--- src/rtl/wb_mem_arb_pkg.sv ---
// Shared types and constants for the Wishbone main-memory arbiter.
package wb_mem_arb_pkg;

  typedef enum logic {
    IDLE  = 1'b0,
    OWNED = 1'b1
  } arb_state_e;

  localparam logic [2:0] CTI_CLASSIC = 3'b000;
  localparam logic [2:0] CTI_INCR    = 3'b010;
  localparam logic [2:0] CTI_EOB     = 3'b111;

  localparam int DEFAULT_TIMEOUT = 255;

endpackage

--- src/rtl/wb_mem_arbiter_if.sv ---
// Bundle of master-side and slave-side Wishbone B3 signals around the memory arbiter.
// Signal suffixes (_i/_o) are from the arbiter's point of view.
interface wb_mem_arbiter_if #(
  parameter int NUM_MASTERS = 2,
  parameter int AW          = 32,
  parameter int DW          = 32
);
  localparam int SW = DW / 8;

  logic [NUM_MASTERS*AW-1:0] m_adr_i;
  logic [NUM_MASTERS*DW-1:0] m_dat_i;
  logic [NUM_MASTERS*SW-1:0] m_sel_i;
  logic [NUM_MASTERS-1:0]    m_we_i;
  logic [NUM_MASTERS-1:0]    m_cyc_i;
  logic [NUM_MASTERS-1:0]    m_stb_i;
  logic [NUM_MASTERS*3-1:0]  m_cti_i;
  logic [NUM_MASTERS*2-1:0]  m_bte_i;
  logic [DW-1:0]             m_dat_o;
  logic [NUM_MASTERS-1:0]    m_ack_o;
  logic [NUM_MASTERS-1:0]    m_err_o;
  logic [NUM_MASTERS-1:0]    m_rty_o;

  logic [AW-1:0]             s_adr_o;
  logic [DW-1:0]             s_dat_o;
  logic [SW-1:0]             s_sel_o;
  logic                      s_we_o;
  logic                      s_cyc_o;
  logic                      s_stb_o;
  logic [2:0]                s_cti_o;
  logic [1:0]                s_bte_o;
  logic [DW-1:0]             s_dat_i;
  logic                      s_ack_i;
  logic                      s_err_i;
  logic                      s_rty_i;

  logic [NUM_MASTERS-1:0]    grant_o;

  // Arbiter side.
  modport slave (
    input  m_adr_i, m_dat_i, m_sel_i, m_we_i, m_cyc_i, m_stb_i, m_cti_i, m_bte_i,
    input  s_dat_i, s_ack_i, s_err_i, s_rty_i,
    output m_dat_o, m_ack_o, m_err_o, m_rty_o,
    output s_adr_o, s_dat_o, s_sel_o, s_we_o, s_cyc_o, s_stb_o, s_cti_o, s_bte_o,
    output grant_o
  );

  // Environment side: the requesting masters plus the memory slave.
  modport master (
    output m_adr_i, m_dat_i, m_sel_i, m_we_i, m_cyc_i, m_stb_i, m_cti_i, m_bte_i,
    output s_dat_i, s_ack_i, s_err_i, s_rty_i,
    input  m_dat_o, m_ack_o, m_err_o, m_rty_o,
    input  s_adr_o, s_dat_o, s_sel_o, s_we_o, s_cyc_o, s_stb_o, s_cti_o, s_bte_o,
    input  grant_o
  );

endinterface

--- src/rtl/wb_mem_arbiter_rr_prio_sel.sv ---
// rr_prio_sel: combinational round-robin pick of the first set req bit at or above prio (wrapping).
// Returns one-hot grant, its index and a valid flag; no state, no latency.
module rr_prio_sel #(
  parameter int N  = 2,
  parameter int PW = (N > 1) ? $clog2(N) : 1
) (
  input  logic [N-1:0]  req,
  input  logic [PW-1:0] prio,
  output logic [N-1:0]  gnt,
  output logic [PW-1:0] gnt_idx,
  output logic          gnt_vld
);

  logic [N-1:0]  rot;
  logic [PW-1:0] off;
  logic [PW:0]   sum;

  always_comb begin
    rot     = N'({req, req} >> prio);
    off     = '0;
    gnt_vld = 1'b0;
    for (int i = 0; i < N; i++) begin
      if (!gnt_vld && rot[i]) begin
        gnt_vld = 1'b1;
        off     = PW'(i);
      end
    end
    // Undo the rotation: absolute index = (prio + offset) mod N.
    sum = {1'b0, prio} + {1'b0, off};
    if (sum >= (PW+1)'(N)) begin
      sum = sum - (PW+1)'(N);
    end
    gnt_idx = sum[PW-1:0];
    gnt     = gnt_vld ? (N'(1) << gnt_idx) : '0;
  end

endmodule

--- src/rtl/wb_mem_arbiter.sv ---
// wb_mem_arbiter: round-robin Wishbone B3 arbiter that grants whole CYC cycles; grant 1 cycle, terminations 0 cycles.
// Build with WB_MEM_ARB_WATCHDOG_EN to error-terminate strobes the slave leaves unanswered for TIMEOUT cycles.
module wb_mem_arbiter
  import wb_mem_arb_pkg::*;
#(
  parameter int NUM_MASTERS = 2,
  parameter int AW          = 32,
  parameter int DW          = 32,
  parameter int TIMEOUT     = DEFAULT_TIMEOUT
) (
  input  logic           wb_clk_i,
  input  logic           wb_rst_i,
  wb_mem_arbiter_if.slave bus
);

  localparam int PW = (NUM_MASTERS > 1) ? $clog2(NUM_MASTERS) : 1;
  localparam int SW = DW / 8;

  if (NUM_MASTERS < 2 || NUM_MASTERS > 8 || TIMEOUT < 1) begin : g_bad_cfg
    $error("wb_mem_arbiter: NUM_MASTERS must be 2..8 and TIMEOUT at least 1");
  end

  arb_state_e             state_q, state_d;
  logic [PW-1:0]          owner_q, owner_d, prio_q, prio_d, sel_idx;
  logic [NUM_MASTERS-1:0] grant_q, grant_d, sel_gnt;
  logic                   sel_vld, owned, owner_cyc, owner_stb, active, wd_hit;

  rr_prio_sel #(.N(NUM_MASTERS), .PW(PW)) u_rr_prio_sel (
    .req     (bus.m_cyc_i),
    .prio    (prio_q),
    .gnt     (sel_gnt),
    .gnt_idx (sel_idx),
    .gnt_vld (sel_vld)
  );

  assign owned     = (state_q == OWNED);
  assign owner_cyc = bus.m_cyc_i[owner_q];
  assign owner_stb = bus.m_stb_i[owner_q];
  // Reset in the gate so a mid-cycle reset drops CYC without waiting for a clock.
  assign active    = owned & owner_cyc & ~wb_rst_i;

  always_ff @(posedge wb_clk_i or posedge wb_rst_i) begin
    if (wb_rst_i) begin
      state_q <= IDLE;
      owner_q <= '0;
      prio_q  <= '0;
      grant_q <= '0;
    end else begin
      state_q <= state_d;
      owner_q <= owner_d;
      prio_q  <= prio_d;
      grant_q <= grant_d;
    end
  end

  always_comb begin
    state_d = state_q;
    owner_d = owner_q;
    prio_d  = prio_q;
    grant_d = grant_q;
    case (state_q)
      IDLE: begin
        if (sel_vld) begin
          state_d = OWNED;
          owner_d = sel_idx;
          grant_d = sel_gnt;
        end
      end
      OWNED: begin
        // Ownership ends only when the owner drops CYC, so bursts are never split.
        if (!owner_cyc) begin
          state_d = IDLE;
          grant_d = '0;
          prio_d  = (owner_q == PW'(NUM_MASTERS - 1)) ? '0 : owner_q + 1'b1;
        end
      end
    endcase
  end

`ifdef WB_MEM_ARB_WATCHDOG_EN
  localparam int CW = $clog2(TIMEOUT + 1);

  logic [CW-1:0] wd_cnt_q;
  logic          term;

  assign term   = bus.s_ack_i | bus.s_err_i | bus.s_rty_i;
  assign wd_hit = active & (wd_cnt_q == CW'(TIMEOUT));

  always_ff @(posedge wb_clk_i or posedge wb_rst_i) begin
    if (wb_rst_i) begin
      wd_cnt_q <= '0;
    end else if (!active || wd_hit || term) begin
      wd_cnt_q <= '0;
    end else if (owner_stb) begin
      wd_cnt_q <= wd_cnt_q + 1'b1;
    end
  end
`else
  assign wd_hit = 1'b0;
`endif

  assign bus.s_cyc_o = active;
  assign bus.s_stb_o = active & owner_stb & ~wd_hit;
  assign bus.s_we_o  = owned & bus.m_we_i[owner_q];
  assign bus.s_adr_o = owned ? bus.m_adr_i[owner_q*AW +: AW] : '0;
  assign bus.s_dat_o = owned ? bus.m_dat_i[owner_q*DW +: DW] : '0;
  assign bus.s_sel_o = owned ? bus.m_sel_i[owner_q*SW +: SW] : '0;
  assign bus.s_cti_o = owned ? bus.m_cti_i[owner_q*3 +: 3] : '0;
  assign bus.s_bte_o = owned ? bus.m_bte_i[owner_q*2 +: 2] : '0;

  assign bus.m_dat_o = bus.s_dat_i;
  assign bus.m_ack_o = grant_q & {NUM_MASTERS{active & bus.s_ack_i}};
  assign bus.m_err_o = grant_q & {NUM_MASTERS{active & (bus.s_err_i | wd_hit)}};
  assign bus.m_rty_o = grant_q & {NUM_MASTERS{active & bus.s_rty_i}};
  assign bus.grant_o = grant_q;

endmodule
--- src/flat_wrapper.sv ---
// flat-port wrapper written by rule: the top's interface ports become plain ports
module wb_mem_arbiter_flat import wb_mem_arb_pkg::*;
#(
  parameter int NUM_MASTERS = 2,
  parameter int AW          = 32,
  parameter int DW          = 32,
  parameter int TIMEOUT     = DEFAULT_TIMEOUT
)
  (wb_clk_i, wb_rst_i, bus_m_adr_i, bus_m_dat_i, bus_m_sel_i, bus_m_we_i, bus_m_cyc_i, bus_m_stb_i, bus_m_cti_i, bus_m_bte_i, bus_s_dat_i, bus_s_ack_i, bus_s_err_i, bus_s_rty_i, bus_m_dat_o, bus_m_ack_o, bus_m_err_o, bus_m_rty_o, bus_s_adr_o, bus_s_dat_o, bus_s_sel_o, bus_s_we_o, bus_s_cyc_o, bus_s_stb_o, bus_s_cti_o, bus_s_bte_o, bus_grant_o);
  wb_mem_arbiter_if #(.NUM_MASTERS(NUM_MASTERS), .AW(AW), .DW(DW)) bus_i ();
  input  logic wb_clk_i;
  input  logic wb_rst_i;
  input wire logic [$bits(bus_i.m_adr_i)-1:0] bus_m_adr_i;
  input wire logic [$bits(bus_i.m_dat_i)-1:0] bus_m_dat_i;
  input wire logic [$bits(bus_i.m_sel_i)-1:0] bus_m_sel_i;
  input wire logic [$bits(bus_i.m_we_i)-1:0] bus_m_we_i;
  input wire logic [$bits(bus_i.m_cyc_i)-1:0] bus_m_cyc_i;
  input wire logic [$bits(bus_i.m_stb_i)-1:0] bus_m_stb_i;
  input wire logic [$bits(bus_i.m_cti_i)-1:0] bus_m_cti_i;
  input wire logic [$bits(bus_i.m_bte_i)-1:0] bus_m_bte_i;
  input wire logic [$bits(bus_i.s_dat_i)-1:0] bus_s_dat_i;
  input wire logic [$bits(bus_i.s_ack_i)-1:0] bus_s_ack_i;
  input wire logic [$bits(bus_i.s_err_i)-1:0] bus_s_err_i;
  input wire logic [$bits(bus_i.s_rty_i)-1:0] bus_s_rty_i;
  output wire logic [$bits(bus_i.m_dat_o)-1:0] bus_m_dat_o;
  output wire logic [$bits(bus_i.m_ack_o)-1:0] bus_m_ack_o;
  output wire logic [$bits(bus_i.m_err_o)-1:0] bus_m_err_o;
  output wire logic [$bits(bus_i.m_rty_o)-1:0] bus_m_rty_o;
  output wire logic [$bits(bus_i.s_adr_o)-1:0] bus_s_adr_o;
  output wire logic [$bits(bus_i.s_dat_o)-1:0] bus_s_dat_o;
  output wire logic [$bits(bus_i.s_sel_o)-1:0] bus_s_sel_o;
  output wire logic [$bits(bus_i.s_we_o)-1:0] bus_s_we_o;
  output wire logic [$bits(bus_i.s_cyc_o)-1:0] bus_s_cyc_o;
  output wire logic [$bits(bus_i.s_stb_o)-1:0] bus_s_stb_o;
  output wire logic [$bits(bus_i.s_cti_o)-1:0] bus_s_cti_o;
  output wire logic [$bits(bus_i.s_bte_o)-1:0] bus_s_bte_o;
  output wire logic [$bits(bus_i.grant_o)-1:0] bus_grant_o;
  assign bus_i.m_adr_i = bus_m_adr_i;
  assign bus_i.m_dat_i = bus_m_dat_i;
  assign bus_i.m_sel_i = bus_m_sel_i;
  assign bus_i.m_we_i = bus_m_we_i;
  assign bus_i.m_cyc_i = bus_m_cyc_i;
  assign bus_i.m_stb_i = bus_m_stb_i;
  assign bus_i.m_cti_i = bus_m_cti_i;
  assign bus_i.m_bte_i = bus_m_bte_i;
  assign bus_i.s_dat_i = bus_s_dat_i;
  assign bus_i.s_ack_i = bus_s_ack_i;
  assign bus_i.s_err_i = bus_s_err_i;
  assign bus_i.s_rty_i = bus_s_rty_i;
  assign bus_m_dat_o = bus_i.m_dat_o;
  assign bus_m_ack_o = bus_i.m_ack_o;
  assign bus_m_err_o = bus_i.m_err_o;
  assign bus_m_rty_o = bus_i.m_rty_o;
  assign bus_s_adr_o = bus_i.s_adr_o;
  assign bus_s_dat_o = bus_i.s_dat_o;
  assign bus_s_sel_o = bus_i.s_sel_o;
  assign bus_s_we_o = bus_i.s_we_o;
  assign bus_s_cyc_o = bus_i.s_cyc_o;
  assign bus_s_stb_o = bus_i.s_stb_o;
  assign bus_s_cti_o = bus_i.s_cti_o;
  assign bus_s_bte_o = bus_i.s_bte_o;
  assign bus_grant_o = bus_i.grant_o;
  wb_mem_arbiter #(.NUM_MASTERS(NUM_MASTERS), .AW(AW), .DW(DW), .TIMEOUT(TIMEOUT)) u_core (.wb_clk_i(wb_clk_i), .wb_rst_i(wb_rst_i), .bus(bus_i));
endmodule
--- config.mk ---
export PLATFORM = sky130hd
export DESIGN_NAME = wb_mem_arbiter_flat
export DESIGN_NICKNAME = d
export VERILOG_FILES = /design/src/rtl/wb_mem_arb_pkg.sv /design/src/rtl/wb_mem_arbiter_if.sv /design/src/rtl/wb_mem_arbiter_rr_prio_sel.sv /design/src/rtl/wb_mem_arbiter.sv /design/src/flat_wrapper.sv
export SDC_FILE = /design/constraint.sdc
export NUM_CORES = 1
export LEC_CHECK = 0
export BUFFER_PORTS_ARGS = -buffer_cell sky130_fd_sc_hd__buf_2
export CORE_AREA = 2 2 119 121
export DETAILED_ROUTE_END_ITERATION = 12
export DIE_AREA = 0 0 121 123
export SLEW_MARGIN = 0
export SYNTH_ARGS = -nofsm -noshare
export SYNTH_HDL_FRONTEND = slang
export SYNTH_SLANG_ARGS = --single-unit
--- constraint.sdc ---
create_clock -name wb_clk_i -period 1.5 [get_ports wb_clk_i]
set_input_delay 0.15 -clock wb_clk_i [delete_from_list [all_inputs] [get_ports wb_clk_i]]
set_output_delay 0.15 -clock wb_clk_i [all_outputs]
set_load 0.05 [all_outputs]
==> results of run 1 <==
## worst max path at each step
stage                                  to  depth (start not counted)  slack, ns
after floorplan            bus_m_ack_o[1]                          4      -0.27
after global placement     bus_m_err_o[1]                          4      -0.08
after detailed placement   bus_m_err_o[1]                          4      -0.12
after CTS                  bus_m_rty_o[1]                          5      -0.28
after global routing      bus_s_dat_o[30]                          5      -0.32
final                      bus_m_err_o[0]                          5      -0.27
## report_power, final
part | internal [W] | total [W] | switching [W]
Sequential | 0.000201 | 0.000303 | 0.000102
Combinational | 0.00233 | 0.00664 | 0.00431
Clock | 0.000352 | 0.000441 | 0.0000884
Total | 0.00289 | 0.00739 | 0.00450
## cells in the mapped netlist
| master | instances | area [µm²] |
|---|---|---|
| mux2i_1 | 75 | 750.7 |
| nor2_1 | 75 | 281.5 |
| buf_4 | 36 | 270.3 |
| and3_1 | 6 | 37.54 |
| buf_1 | 6 | 22.52 |
| buf_2 | 5 | 25.02 |
| dfrtp_1 | 5 | 125.1 |
| a21oi_1 | 3 | 15.01 |
| inv_1 | 3 | 11.26 |
| nand2_1 | 3 | 11.26 |
| o21ai_0 | 3 | 15.01 |
| a31oi_1 | 2 | 12.51 |
| a22oi_1 | 1 | 7.510 |
| buf_6 | 1 | 11.26 |
| clkbuf_1 | 1 | 3.750 |
| inv_2 | 1 | 3.750 |
| mux2i_2 | 1 | 13.76 |
| nand2b_1 | 1 | 6.260 |
| nor3_4 | 1 | 16.27 |
| nor4_1 | 1 | 6.260 |
| o22ai_1 | 1 | 6.260 |
| o2bb2ai_1 | 1 | 8.760 |
## cell type report
cell class | instances | area [µm²] | share of cell area (%)
Timing Repair Buffer | 259 | 1652 | 46.04
Clock buffer | 4 | 78.83 | 2.197
Tap cell | 180 | 225.2 | 6.278
Sequential cell | 5 | 128.9 | 3.593
Multi-Input combinational cell | 174 | 1485 | 41.40
Inverter | 4 | 17.52 | 0.4883
## flip-flops by register name, summed over array words and instances (netlist names)
| name | cells |
|---|---|
| u_core.prio_q | 1 |
| u_core.owned | 1 |
| u_core.owner_q | 1 |
| u_core.bus.grant_o | 2 |
## metal layers
| layer | share of wire [%] | wire (µm) | track usage [%] | up-vias |
|---|---|---|---|---|
| li1 | - | - | - | 1186 |
| met1 | 35 | 2666 | 9.116 | 1033 |
| met2 | 51 | 3942 | 17.31 | 169 |
| met3 | 11 | 811 | 1.799 | 22 |
| met4 | 3.0 | 226 | 4.869 | 2 |
| met5 | 0.17 | 13 | 0 | - |
## through the flow
step / cell area [µm²] / instances / util, % / total power [W]
after detailed placement: 3167 / 619 / 23.27 / 0.006415
after global routing: 3587 / 626 / 26.35 / 0.007738
after global placement: 3167 / 619 / 23.27 / 0.006388
final: 3587 / 626 / 26.35 / 0.007389
after CTS: 3557 / 626 / 26.13 / 0.007410
after floorplan: 1886 / 232 / - / 0.005218
## cells by family (layout without fill, tap and decap cells)
| logic type | count (synthesis) | count (layout) | synth area share (%) |
|---|---|---|---|
| simple gates | 87 | 87 | 21.61 |
| mux | 76 | 76 | 46.01 |
| buf+inv | 53 | 267 | 20.93 |
| compound gates | 11 | 11 | 3.916 |
| flops | 5 | 5 | 7.530 |
## timing repair
| item | CTS | global route |
|---|---|---|
| setup endpoints to repair | 82 | 82 |
| hold buffers | 1 | 0 |
| buffers inserted | 2 | 0 |
| gates resized for setup | 91 | 8 |
| pin swaps | 1 | 2 |
| endpoints found under the hold margin | 5 | 0 |
==> results.cfg, run 1 <==
[timing]
fin_setup_tns_ns = -12.81
rsz0062_at_grt = true
hold_ws_ns = 0.2180
maxSlewHeadroom_pct = 80.54
finClkSkew_ns = 0.002636
worst_pin_slew_ns = 0.2919
period_share_pct = 118.2
period_minus_slack_ns = 1.773
final-setup-viol-count = 81
fmax_ghz = 0.5641
setup_ws_ns = -0.2728
hold_viol = 0
slew_viol_final = 0

[setup_path]
r2r-end = u_core.owned
timing_worst_setup_path_type = flop to output pin
cp-start-kind = flop
r2r_setup_slack_ns = 0.22
path_max_fanout = 4
critPathRequiredTime_ns = 1.35
r2r_cells = 5
worst-path-buf-inv = 2
cp-end-kind = output pin
critPathTopFamily = flip-flops
crit_slowest_cell = dfrtp_4
worstSetupStartpoint = u_core.owner_q
cp.arrival_ns = 1.62
timing.rr.start = u_core.owner_q
crit_chain = mux2i_4 -> nor3_4 -> buf_6 -> and3_4 -> buf_8
slowest_delay_ns = 0.50

[cts]
root_buffer = clkbuf_16
tritoncts = built
cts_max_level = 1
clock_latency_ns = 0.23
clockBufferDepth = 2
clkTransAtPathRegs_ns = 0.03
cts_num_sinks = 5
numCtsBuffers = 3

[hold_path]
worstHoldEndpoint = u_core.owner_q
hold_path_class = primary input to flop
worstHoldStart = bus_m_cyc_i[0]
hold_depth = 2

[layout]
layout_commonest_cell = buf_2
final_layout_size_suffix_gt1_share_pct = 77.35
area_delta_synth_final_pct = 115.9
final_cell_mix = buf_2, mux2i_1, nor2_2
fin_nets = 636
nFillCells = 1485
antenna_cells = 0

[floorplan]
rows = 43
fp.dieH_um = 123
die-area_um2 = 14880
core_area_um2 = 13610
io_pins = 305
start_util_pct = 12.21
die_w_um = 121

[routing]
wl_per_cell_um = 12.24
vias_per_cell = 3.853
antenna_left = 0
firstDrtPassIters = 4
drc = 0
via_count = 2412
wl_mm = 7.661
drtIter0Drc = 36

[placed_design]
port_buffers = 240
gp_congestion = 0.7576
pre_cts_slack_ns = -0.1232
hpwl_mm = 6.284

[global_routing]
grt_max_degree = 38
antenna_found_initial = 1
gr-total-overflow = 0
grt_pass1_wl_mm = 10.69
track_usage_pct = 9.019
grt_pass1_vias = 2298

[synth]
synth_area_um2 = 1662
ys_seq_elements = 5
yosys_warnings = 0
synthCells = 232
synth.avg_cell_area_um2 = 7.162
synth_nets = 421
yosysSeqAreaShare_pct = 7.530
synth.distinct_cells = 22

[flow_run]
cap_violations = 0

[power]
ir_worst_vdd_v = 0.0006137
p_leak_nw = 1.972
p_per_area_nw_per_um2 = 2060

[run_status]
status = complete, but fails checks
violations = setup timing
No activity file was read; power rests on OpenSTA's default activity.
==> run 2: changes to the inputs <==
- clock period: 1.5 -> 1.6 ns (I/O delays scaled with it)
==> run 2 against run 1 <==
- the run still ends with setup timing left
- sequential share of layout area is 0.19 points higher
- clock-buffer cell count stayed put
- global-route usage is 0.97 points lower
- clock skew is 0.0025 ns lower
- critical path type unchanged
==> results.cfg, run 2 (synthesis results as in run 1) <==
[run_status]
status = complete, but fails checks
violations = setup timing

[timing]
hold_viol = 0
finClkSkew_ns = 0.0001706
worst_pin_slew_ns = 0.3023
fmax_ghz = 0.5777
setup_ws_ns = -0.1310
period_share_pct = 108.2
slew_viol_final = 0
rsz0062_at_grt = true
fin_setup_tns_ns = -4.230
period_minus_slack_ns = 1.731
final-setup-viol-count = 75
maxSlewHeadroom_pct = 79.85

[setup_path]
timing_worst_setup_path_type = flop to output pin
slowest_delay_ns = 0.51
crit_slowest_cell = dfrtp_4
path_max_fanout = 6
crit_chain = mux2i_4 -> nor3_4 -> buf_6 -> and3_4 -> buf_8
worst-path-buf-inv = 2
cp-end-kind = output pin
cp.arrival_ns = 1.57
critPathTopFamily = flip-flops
cp-start-kind = flop
critPathRequiredTime_ns = 1.44

[power]
p_comb_share_pct = 89.2
ir_worst_vdd_v = 0.0006575
switching_power_w = 0.004092
clockPowerShare_pct = 6.4
sw_frac_of_total_pct = 62.96
p_per_area_nw_per_um2 = 1907
p_leak_nw = 1.923
p_int_w = 0.002407
power_frac_seq_pct = 4.5

[floorplan]
fp.dieH_um = 123
core_area_um2 = 13610
rows = 43
start_util_pct = 12.21
die-area_um2 = 14880
die_w_um = 121
io_pins = 305

[cts]
numCtsBuffers = 3
root_buffer = clkbuf_16
clkTransAtPathRegs_ns = 0.03
tritoncts = built
clockBufferDepth = 2
cts_max_level = 1
cts_num_sinks = 5
clock_latency_ns = 0.23

[global_routing]
antenna_found_initial = 2
gr-total-overflow = 0
track_usage_pct = 8.053
grt_pass1_vias = 2104
grt_max_degree = 36
grt_pass1_wl_mm = 9.618

[layout]
fin_nets = 632
nFillCells = 1503
largest_register_ffs = 2
area_delta_synth_final_pct = 105.0
final_layout_size_suffix_gt1_share_pct = 76.02
layout_commonest_cell = buf_2
fin_util_pct = 25.03
final_area_um2 = 3407
final_cell_mix = buf_2, mux2i_1, nor2_2

[routing]
antenna_left = 0
wl_per_cell_um = 11.31
drtIter0Drc = 45
vias_per_cell = 3.734
drc = 0
via_count = 2326
wl_mm = 7.046
firstDrtPassIters = 4

[flow_run]
cap_violations = 0

[placed_design]
gp_congestion = 0.7440
port_buffers = 240
place_area_um2 = 3074
hpwl_mm = 5.847

[hold_path]
hold_path_class = primary input to flop
==> run 2: cell count changes in the layout (fill, tap and decap cells not counted), moves of 3 or more <==
cell	before	now
nor2_2	58	62
nor2_4	6	0
mux2i_1	66	69
buf_2	185	205
buf_4	45	14
buf_6	18	8
buf_12	5	2
mux2i_4	4	1
buf_8	5	10
clkbuf_4	0	15
==> run 2: routing by layer <==
metal  routed length [µm]  global-route usage [%]  up-vias
met2                 3703                   15.77      138
met5                   16                       0        -
met3                  793                   2.352       21
met1                 2402                   8.080      989
li1                     -                       -     1176
met4                  131                   2.689        2
==> run 2: worst reg2reg max path: cells and delay by family (launching register included) <==
family	cells	cell delay [ns]
AOI/OAI and AO/OA	2	0.22
buffers and inverters	3	0.57
DFF	1	0.39
==> run 2: area by class of cell <==
type / instances / area, µm² / share of cell area, %
flip-flops and latches: 5 / 128.9 / 3.783
multi-input cells: 174 / 1420 / 41.68
diodes: 1 / 2.502 / 0.07345
well taps: 180 / 225.2 / 6.610
clock buffers: 4 / 78.83 / 2.314
repair buffers: 255 / 1534 / 45.02
inverters: 4 / 17.52 / 0.5141
==> run 2: worst paths after layout <==
kind	from	to	slack [ns]	cells after the start
setup / recovery	u_core.owner_q	bus_m_rty_o[0]	-0.13	5
hold / removal	bus_m_cyc_i[0]	u_core.owner_q	0.22	2
setup reg to reg	u_core.owned	u_core.owner_q	0.34	5
hold reg to reg	u_core.prio_q	u_core.prio_q	0.54	2
max in group asynchronous	wb_rst_i	u_core.owner_q	0.95	3
min in group asynchronous	wb_rst_i	u_core.prio_q	0.45	3
==> run 2: power by group through the flow <==
stage / Clock (W) / Combinational (W) / Sequential [W]
after CTS: 0.000423 / 0.00566 / 0.000283
after detailed placement: 0 / 0.00550 / 0.000277
after floorplan: 0 / 0.00454 / 0.000298
after global routing: 0.000435 / 0.00611 / 0.000299
final: 0.000416 / 0.00579 / 0.000289
after global placement: 0 / 0.00549 / 0.000277
==> run 2: metrics by stage <==
| step | power (W) | std cells | setup WS (ns) | hold slack [ns] |
|---|---|---|---|---|
| 2_1_floorplan | 0.004841 | 232 | -0.1849 | -0.06148 |
| 3_3_place_gp | 0.005768 | 616 | -0.02616 | 0.1421 |
| 3_5_place_dp | 0.005781 | 616 | -0.04692 | 0.1420 |
| 4_1_cts | 0.006369 | 622 | -0.1761 | 0.2194 |
| 5_1_grt | 0.006848 | 623 | -0.2038 | 0.2444 |
| 6_report | 0.006499 | 623 | -0.1310 | 0.2206 |
==> run 2: timing repair <==
item	in CTS	in global routing
hold buffers	1	0
endpoints found under the hold margin	5	0
gates resized for setup	44	30
endpoints found under the setup margin	79	78
setup buffers	2	0
pin swaps	6	2
==> run 3: changes to the inputs <==
- PLACE_DENSITY: unset -> 0.54
==> run 3 against run 2 <==
- the flow still finishes with violations (setup timing)
- sequential share of layout area is 0.41 points lower
- non-clock buffer count is 7 higher
- fmax is 2.5% lower
- clock power is 3% lower
- combinational power is 18% higher
- global-route usage is 1.0 points higher
- sequential power is 3% lower
- register-to-register slack better by 0.02 ns
- utilization is 3.0 points higher
==> results.cfg, run 3 (synthesis results as in run 1) <==
[global_routing]
gr-usage-met1_pct = 9.428
grt_pass1_vias = 2247
use_met2_pct = 18.01
antenna_found_initial = 0
track_usage_pct = 9.070
grt_max_degree = 23
met3_usage_pct = 2.399
gr-total-overflow = 0
grt_pass1_wl_mm = 10.72
gr-max-usage-layer = met2

[setup_path]
crit_slowest_cell = dfrtp_4
timing.rr.start = u_core.owner_q
cp-end-kind = output pin
cp.depth = 6
crit_top_cell = buf_12
r2r_cells = 5
crit_chain = buf_12 -> buf_12 -> buf_12 -> mux2i_4 -> nor2_2 -> buf_6
worst-path-buf-inv = 4
slowest_delay_ns = 0.50
critPathCapture = bus_s_adr_o[15]
critPathRequiredTime_ns = 1.44
r2r_setup_slack_ns = 0.36
path_max_fanout = 7
cp.arrival_ns = 1.62
timing_worst_setup_path_type = flop to output pin
worstSetupStartpoint = u_core.owner_q
r2r-end = u_core.owned
critPathTopFamily = buffers and inverters
cp-start-kind = flop

[timing]
period_minus_slack_ns = 1.775
finClkSkew_ns = 0.002165
final-setup-viol-count = 75
worst_pin_slew_ns = 0.3581
hold_viol = 0
setup_ws_ns = -0.1751
rsz0062_at_grt = true
fmax_ghz = 0.5633
maxSlewHeadroom_pct = 76.13
period_share_pct = 110.9
fin_setup_tns_ns = -6.424
slew_viol_final = 0

[layout]
largest_register_ffs = 2
fin_nets = 639
area_delta_synth_final_pct = 129.8
final_area_um2 = 3819
layout_commonest_cell = buf_2
nFillCells = 1490
final_layout_size_suffix_gt1_share_pct = 79.06
stdcell_count = 629
final_cell_mix = buf_2, nor2_2, mux2i_1
antenna_cells = 0

[power]
power_frac_seq_pct = 3.7
p_comb_share_pct = 90.9
switching_power_w = 0.004340
clockPowerShare_pct = 5.4
ir_worst_vdd_v = 0.0008321
sw_frac_of_total_pct = 57.78
p_leak_nw = 2.014
p_per_area_nw_per_um2 = 1967
p_int_w = 0.003171
finalPower_w = 0.007511

[routing]
firstDrtPassIters = 4
wl_mm = 8.002
drc = 0
vias_per_cell = 3.804
antenna_left = 0
drtIter0Drc = 100
wl_per_cell_um = 12.72
via_count = 2393

[floorplan]
io_pins = 305
die_w_um = 121
rows = 43
fp.dieH_um = 123
core_area_um2 = 13610
die-area_um2 = 14880
start_util_pct = 12.21

[cts]
clockBufferDepth = 2
clock_latency_ns = 0.22
cts_num_sinks = 5
root_buffer = clkbuf_16
tritoncts = built
clkTransAtPathRegs_ns = 0.03
cts_max_level = 1
numCtsBuffers = 3

[hold_path]
hold_path_class = primary input to flop

[placed_design]
pre_cts_slack_ns = -0.01487
port_buffers = 240
place_area_um2 = 3089
dpl.cell_count = 618
gp_congestion = 0.6922
hpwl_mm = 6.144

[run_status]
violations = setup timing
status = complete, but fails checks

[flow_run]
cap_violations = 0
run 3: cell types whose count changed in the layout (fill, tap and decap cells not counted), sizes merged:
cell	change
clkbuf	-12
diode	-1
buf	+19
run 3: area by class of cell:
class	instances	area (µm²)	share of cell area (%)
Timing Repair Buffer	262	1886	49.38
Sequential cell	5	128.9	3.375
Multi-Input combinational cell	174	1483	38.83
Inverter	4	17.52	0.4587
Clock buffer	4	78.83	2.064
Tap cell	180	225.2	5.898
run 3: repair_timing:
action / in CTS / in global routing
hold endpoints to repair: 5 / 0
buffers inserted: 1 / 3
gates resized for setup: 132 / 38
gates cloned: 1 / 1
hold buffers: 1 / 0
pin swaps: 2 / 20
endpoints found under the setup margin: 82 / 82
run 3: worst min-delay path by stage:
stage,cells past startpoint,to,slack [ns],start
6_report,2,u_core.owner_q,0.24,bus_m_cyc_i[0]
3_5_place_dp,2,u_core.owner_q,0.14,wb_rst_i
5_1_grt,2,u_core.owner_q,0.27,bus_m_cyc_i[0]
4_1_cts,2,u_core.owner_q,0.24,bus_m_cyc_i[0]
2_1_floorplan,1,u_core.bus.grant_o[0],-0.06,wb_rst_i
3_3_place_gp,2,u_core.prio_q,0.13,wb_rst_i
run 3: power by group through the flow:
stage	clock network, W	logic, W	registers [W]
floorplan	0	0.00454	0.000298
global placement	0	0.00562	0.000270
detailed placement	0	0.00563	0.000273
CTS	0.000411	0.00645	0.000279
global route	0.000426	0.00714	0.000295
finish	0.000405	0.00683	0.000280
run 3: routing by layer:
| layer | wire length, µm | share of wire [%] |
|---|---|---|
| met2 | 4287 | 54 |
| met1 | 2842 | 36 |
| met4 | 98 | 1.2 |
| met3 | 774 | 9.7 |
| met5 | 0 | 0 |
run 3: per-stage QoR:
stage               hold WS [ns]  utilization, %
CTS                       0.2363           26.56
finish                    0.2356           28.05
detailed placement        0.1395           22.70
global route              0.2673           28.05
global placement          0.1344           22.70
floorplan               -0.06148               -
